==> src/rtl/med_feeder_if.sv <==
// Window handshake between an upstream 3x3 window source and med_feeder.
//   win_in    : SIZE pixels of WIDTH bits; pixel k at [k*WIDTH +: WIDTH]
//   win_valid : win_in holds a valid window (source -> feeder)
//   win_ready : feeder can accept a window (feeder -> source)
interface med_feeder_if #(
    parameter int unsigned WIDTH = 8,
    parameter int unsigned SIZE  = 9
);
    logic [SIZE*WIDTH-1:0] win_in;
    logic                  win_valid;
    logic                  win_ready;

    modport master (output win_in, output win_valid, input win_ready);
    modport slave  (input win_in, input win_valid, output win_ready);
endinterface

==> src/rtl/med_feeder.sv <==
// Serialises a 3x3 pixel window into an external median operator, sequences
// its sort passes and captures the median it produces.
//   clk, reset : rising-edge clock, synchronous active-high reset
//   win        : window handshake (slave side)
//   med_di     : serial pixel to the operator
//   med_dsi    : shift-in strobe to the operator
//   med_byp    : bypass/shift control to the operator
//   med_do     : operator result
//   median_out : last captured median, held until the next capture
//   dso        : one-cycle pulse after median_out is updated
//   busy       : a window is in progress
// Only SIZE = 9 is supported.
module med_feeder #(
    parameter int unsigned WIDTH = 8,
    parameter int unsigned SIZE  = 9
) (
    input  logic             clk,
    input  logic             reset,
    med_feeder_if.slave      win,
    output logic [WIDTH-1:0] med_di,
    output logic             med_dsi,
    output logic             med_byp,
    input  logic [WIDTH-1:0] med_do,
    output logic [WIDTH-1:0] median_out,
    output logic             dso,
    output logic             busy
);
    localparam int unsigned CNT_W      = 6;
    localparam int unsigned IDX_W      = $clog2(SIZE);
    localparam int unsigned PASS_W     = 2;
    localparam int unsigned LOAD_LAST  = SIZE - 1;
    localparam int unsigned SORT_LAST  = 4 * SIZE - 1;
    localparam int unsigned FINAL_LAST = 3;

    typedef enum logic [2:0] {IDLE, LOAD, SORT, FINAL, CAPTURE} state_t;

    state_t            state, nxt_state;
    logic [CNT_W-1:0]  cnt, nxt_cnt;
    logic [IDX_W-1:0]  idx, nxt_idx;
    logic [PASS_W-1:0] pass, nxt_pass;
    logic [WIDTH-1:0]  pix [SIZE];
    logic              ready_q;
    logic              nxt_ready, nxt_busy, nxt_dsi, nxt_byp;
    logic [WIDTH-1:0]  nxt_di;

    assign win.win_ready = ready_q;

    // State and sequencing counters
    always_ff @(posedge clk) begin
        if (reset) begin
            state <= IDLE;
            cnt   <= '0;
            idx   <= '0;
            pass  <= '0;
        end else begin
            state <= nxt_state;
            cnt   <= nxt_cnt;
            idx   <= nxt_idx;
            pass  <= nxt_pass;
        end
    end

    // Window register: written only on acceptance, frozen otherwise
    always_ff @(posedge clk) begin
        if (!reset && state == IDLE && win.win_valid) begin
            for (int k = 0; k < int'(SIZE); k++) begin
                pix[k] <= win.win_in[k*WIDTH +: WIDTH];
            end
        end
    end

    // Next state, counters, and the output values for the state being entered
    always_comb begin
        nxt_state = state;
        nxt_cnt   = cnt + CNT_W'(1);
        nxt_idx   = idx;
        nxt_pass  = pass;
        nxt_ready = 1'b0;
        nxt_busy  = 1'b1;
        nxt_dsi   = 1'b0;
        nxt_byp   = 1'b0;
        nxt_di    = '0;

        unique case (state)
            IDLE: begin
                nxt_cnt = '0;
                if (win.win_valid) begin
                    nxt_state = LOAD;
                    nxt_idx   = '0;
                    nxt_pass  = '0;
                end
            end
            LOAD: begin
                nxt_idx = idx + IDX_W'(1);
                if (cnt == CNT_W'(LOAD_LAST)) begin
                    nxt_state = SORT;
                    nxt_cnt   = '0;
                    nxt_idx   = '0;
                end
            end
            SORT: begin
                if (idx == IDX_W'(SIZE - 1)) begin
                    nxt_idx  = '0;
                    nxt_pass = pass + PASS_W'(1);
                end else begin
                    nxt_idx = idx + IDX_W'(1);
                end
                if (cnt == CNT_W'(SORT_LAST)) begin
                    nxt_state = FINAL;
                    nxt_cnt   = '0;
                    nxt_idx   = '0;
                    nxt_pass  = '0;
                end
            end
            FINAL: begin
                if (cnt == CNT_W'(FINAL_LAST)) begin
                    nxt_state = CAPTURE;
                    nxt_cnt   = '0;
                end
            end
            CAPTURE: begin
                nxt_state = IDLE;
                nxt_cnt   = '0;
            end
            default: begin
                nxt_state = IDLE;
                nxt_cnt   = '0;
                nxt_idx   = '0;
                nxt_pass  = '0;
            end
        endcase

        // Outputs are registered, so decode from the upcoming state/index.
        // On the accepting edge the window register is not yet loaded,
        // so pixel 0 comes straight from the bus.
        case (nxt_state)
            IDLE: begin
                nxt_ready = 1'b1;
                nxt_busy  = 1'b0;
            end
            LOAD: begin
                nxt_dsi = 1'b1;
                nxt_byp = 1'b1;
                nxt_di  = (state == IDLE) ? win.win_in[WIDTH-1:0] : pix[nxt_idx];
            end
            SORT: nxt_byp = (nxt_idx == IDX_W'(SIZE - 1));
            default: ;
        endcase
    end

    // Registered outputs; median capture happens at the end of CAPTURE
    always_ff @(posedge clk) begin
        if (reset) begin
            ready_q    <= 1'b1;
            busy       <= 1'b0;
            med_dsi    <= 1'b0;
            med_byp    <= 1'b0;
            med_di     <= '0;
            dso        <= 1'b0;
            median_out <= '0;
        end else begin
            ready_q <= nxt_ready;
            busy    <= nxt_busy;
            med_dsi <= nxt_dsi;
            med_byp <= nxt_byp;
            med_di  <= nxt_di;
            dso     <= (state == CAPTURE);
            if (state == CAPTURE) begin
                median_out <= med_do;
            end
        end
    end
endmodule

==> src/flat_wrapper.sv <==
// flat-port wrapper written by rule: the top's interface ports become plain ports
module med_feeder_flat 
#(
    parameter int unsigned WIDTH = 8,
    parameter int unsigned SIZE  = 9
)
  (clk, reset, med_di, med_dsi, med_byp, med_do, median_out, dso, busy, win_win_in, win_win_valid, win_win_ready);
  med_feeder_if #(.WIDTH(WIDTH), .SIZE(SIZE)) win_i ();
  input  logic clk;
  input  logic reset;
  output logic [WIDTH-1:0] med_di;
  output logic med_dsi;
  output logic med_byp;
  input  logic [WIDTH-1:0] med_do;
  output logic [WIDTH-1:0] median_out;
  output logic dso;
  output logic busy;
  input wire logic [$bits(win_i.win_in)-1:0] win_win_in;
  input wire logic [$bits(win_i.win_valid)-1:0] win_win_valid;
  output wire logic [$bits(win_i.win_ready)-1:0] win_win_ready;
  assign win_i.win_in = win_win_in;
  assign win_i.win_valid = win_win_valid;
  assign win_win_ready = win_i.win_ready;
  med_feeder #(.WIDTH(WIDTH), .SIZE(SIZE)) u_core (.clk(clk), .reset(reset), .win(win_i), .med_di(med_di), .med_dsi(med_dsi), .med_byp(med_byp), .med_do(med_do), .median_out(median_out), .dso(dso), .busy(busy));
endmodule
==> config.mk <==
export PLATFORM = sky130hd
export DESIGN_NAME = med_feeder_flat
export DESIGN_NICKNAME = d
export VERILOG_FILES = /design/src/rtl/med_feeder_if.sv /design/src/rtl/med_feeder.sv /design/src/flat_wrapper.sv
export SDC_FILE = /design/constraint.sdc
export NUM_CORES = 1
export LEC_CHECK = 0
export CORE_ASPECT_RATIO = 1.2
export CORE_MARGIN = 2
export CORE_UTILIZATION = 30
export DETAILED_ROUTE_END_ITERATION = 12
export SETUP_SLACK_MARGIN = 0.3
export SYNTH_ARGS = -nofsm -noshare
export SYNTH_HDL_FRONTEND = slang
export SYNTH_SLANG_ARGS = --single-unit
==> constraint.sdc <==
create_clock -name clk -period 11.95 [get_ports clk]
set_clock_uncertainty 0.2 [all_clocks]
set_input_delay 2.39 -clock clk [delete_from_list [all_inputs] [get_ports clk]]
set_output_delay 2.39 -clock clk [all_outputs]
set_load 0.02 [all_outputs]
==> qor.yml <==
run_status:
  outcome: "finished clean"
floorplanning:
  rows: 48
  pin_count: 104
  start_util_pct: 30.7
  dieArea_um2: 15700
  core_area_um2: 14400
  fp.dieW_um: 115
  die_height_um: 137
layout:
  syn2layout_area_growth_pct: 33.0
  final_common_cell: "clkdlybuf4s50_1"
  fin_util_pct: 40.9
  nets: 519
  instances_no_fill: 612
  fillerInstances: 1332
  num_antenna_cells: 0
  final_cell_mix: "clkdlybuf4s50_1 (103), edfxtp_1 (72), dfxtp_1 (34)"
  layout-drive-gt1-share_pct: 8.24
detailed_routing:
  num_vias: 2845
  dr.pass1.iters: 5
  wl_um: 9620
  vias_per_cell: 4.65
  drtAntennaViolNets: 0
  drt_iter0_markers: 118
  drt-wirelength-per-cell_um: 15.7
  drc: 0
timing:
  fmax_mhz: 200
  rsz0062_at_grt: "no"
  slew_viol_final: 0
  period_minus_slack_ns: 5.00
  relSlewSlack_pct: 31.6
  setup_violations: 0
  finalCritPeriodShare_pct: 41.8
  hold_violations: 0
  worst_slew_pin_slew_ns: 1.02
  fin_tns_setup_ns: 0
  fin_ws_ns: 6.95
setup_path:
  regToRegEndpoint: "u_core.med_di[2]$_SDFF_PP0_"
  path_buf_inv: 2
  cp.arrival_ns: 5.04
  cp_slowest_cell: "buf_4"
  path_cells: "clkdlybuf4s50_1 > nor4_2 > buf_4 > nand2_1 > a21boi_0 > a2111oi_2"
  reg2regPathDepth: 8
  critPathRequiredTime_ns: 11.99
  worstSetupEndpointType: "register"
  critical_path.max_stage_delay_ns: 0.79
  startpoint_type: "input pin"
  critical-path-top-delay-family: "buffers and inverters"
  reg2reg_slack_ns: 8.71
  reg2reg_from: "u_core.cnt[0]$_SDFF_PP0_"
  path_max_fanout: 81
  critPathKind: "in -> reg"
synthesis:
  ys_types: 46
  avgSynthCellArea_um2: 13.4
  synthFlopType: "edfxtp_1"
  synth_fp_nets: 417
  ys.warnings.count: 0
  async_flop_share_pct: 0
  postSynthCellCount: 330
  seq_area_frac_synth_pct: 64.5
  netlist_area_um2: 4410
  synth_seq_cells: 106
  synth-edff-count: 72
global_route:
  grt_pass1_vias: 2826
  grt_pass1_wl_um: 14800
  grt_usage_pct: 12.4
  grt_max_degree: 82
  antenna_found_initial: 0
  grt_overflow_total: 0
place:
  place_congestion: 0.762
  dp_hpwl_um: 6980
  dp_slack_ns: 6.54
  dpl.cell_count: 596
  port_buffers: 103
clock_network:
  hold_buffers: 0
  cts.sink_count: 106
  clockRootBuffer: "clkbuf_16"
  clk_pin_slew_ns: 0.07
  h-tree-depth: 3
  cts_setup_buffers: 0
  clk_path_buf_depth: 2
  cts_tree: "built"
  clk-insertion-delay-late_ns: 0.34
  cts_resized: 0
  numCtsBuffers: 9
hold_path:
  min_path_type: "reg -> reg"
  hold_end: "u_core.median_out[5]$_SDFFE_PP0P_"
  hold_depth: 2
  hold_path_startpoint: "u_core.median_out[5]$_SDFFE_PP0P_"
job:
  timing.max_cap.violations: 0
power:
  p_leak_nw: 2.14
  total_power_w: 0.000784
  irDropWorstVdd_uv: 85.6
  powerDensity_nw_per_um2: 134
cells by family after synthesis:
| logic type | Yosys count | share of synthesized area, % |
|---|---|---|
| multiplexers | 40 | 9.31 |
| adder cells (fa/ha/maj) | 4 | 1.13 |
| flip-flops | 106 | 64.5 |
| XOR/XNOR | 6 | 1.19 |
| AND/OR/NAND/NOR | 96 | 10.7 |
| AO/OA/AOI/OAI | 53 | 10.2 |
| buffers and inverters | 25 | 3.06 |
cells in the mapped netlist (9+ instances only):
master | number | area share, %
edfxtp_1 | 72 | 49
dfxtp_1 | 34 | 15
mux2i_1 | 32 | 7.3
nand2_1 | 30 | 2.6
nor2_1 | 22 | 1.9
and2_1 | 11 | 1.6
inv_1 | 11 | 0.94
a21boi_0 | 9 | 1.5
a21oi_1 | 9 | 1.0
and3_1 | 9 | 1.3
clkbuf_1 | 9 | 0.77
layout make-up:
class | instances | area [µm²] | area share (%)
Sequential cell | 106 | 2840 | 48.5
Tap cell | 175 | 219 | 3.73
Clock buffer | 10 | 229 | 3.90
Inverter | 11 | 41.3 | 0.704
Timing Repair Buffer | 105 | 1050 | 17.8
Clock inverter | 6 | 38.8 | 0.661
Multi-Input combinational cell | 199 | 1450 | 24.7
metal layers:
layer  track usage [%]  wire length [µm]  share of wire (%)  vias to the layer above
li1                  -                 -                  -                     1420
met1              15.3              4210                 44                     1338
met2              21.3              4820                 50                       81
met3              2.79               459                4.8                        6
met4              4.07               134                1.4                        0
met5                 0                 0                  0                        -
worst reg2reg max path: stages (launching register included):
cell and delay, ns:
dfxtp_1 0.38, ha_1 0.25, or4b_4 0.52, o211a_1 0.27, o31ai_4 0.16, buf_4 0.50
mux2i_1 0.20, mux2_2 0.32, a2111oi_2 0.35
how the worst max path moves through the flow:
stage	slack (ns)	from	endpoint	cells after the start
floorplan	0.66	reset	u_core.med_di[0]$_SDFF_PP0_	5
global placement	6.70	reset	u_core.med_di[4]$_SDFF_PP0_	6
detailed placement	6.54	reset	u_core.med_di[3]$_SDFF_PP0_	6
CTS	6.92	reset	u_core.med_di[3]$_SDFF_PP0_	6
global route	6.72	reset	u_core.med_di[0]$_SDFF_PP0_	6
finish	6.95	reset	u_core.med_di[3]$_SDFF_PP0_	6
report_power, final:
part | internal (W) | total, W | switching, W
sequential | 0.000409 | 0.000416 | 0.00000636
combinational | 0.0000553 | 0.000101 | 0.0000454
clock | 0.000141 | 0.000268 | 0.000126
total | 0.000606 | 0.000784 | 0.000178
registers in the layout (all words and copies together) (netlist names):
signal,cells
u_core.dso,1
u_core.med_dsi,1
u_core.cnt,6
u_core.win.win_ready,1
u_core.state,3
u_core.med_di,8
u_core.pix,72
u_core.idx,4
u_core.med_byp,1
u_core.median_out,8
u_core.busy,1
stage by stage:
stage | cell area [µm²] | hold slack [ns]
after detailed placement | 5600 | 0.245
after global routing | 5860 | 0.273
after floorplan | 4410 | 0.230
after global placement | 5600 | 0.243
after CTS | 5860 | 0.254
final | 5860 | 0.254
(Power assumes the default switching activity.)
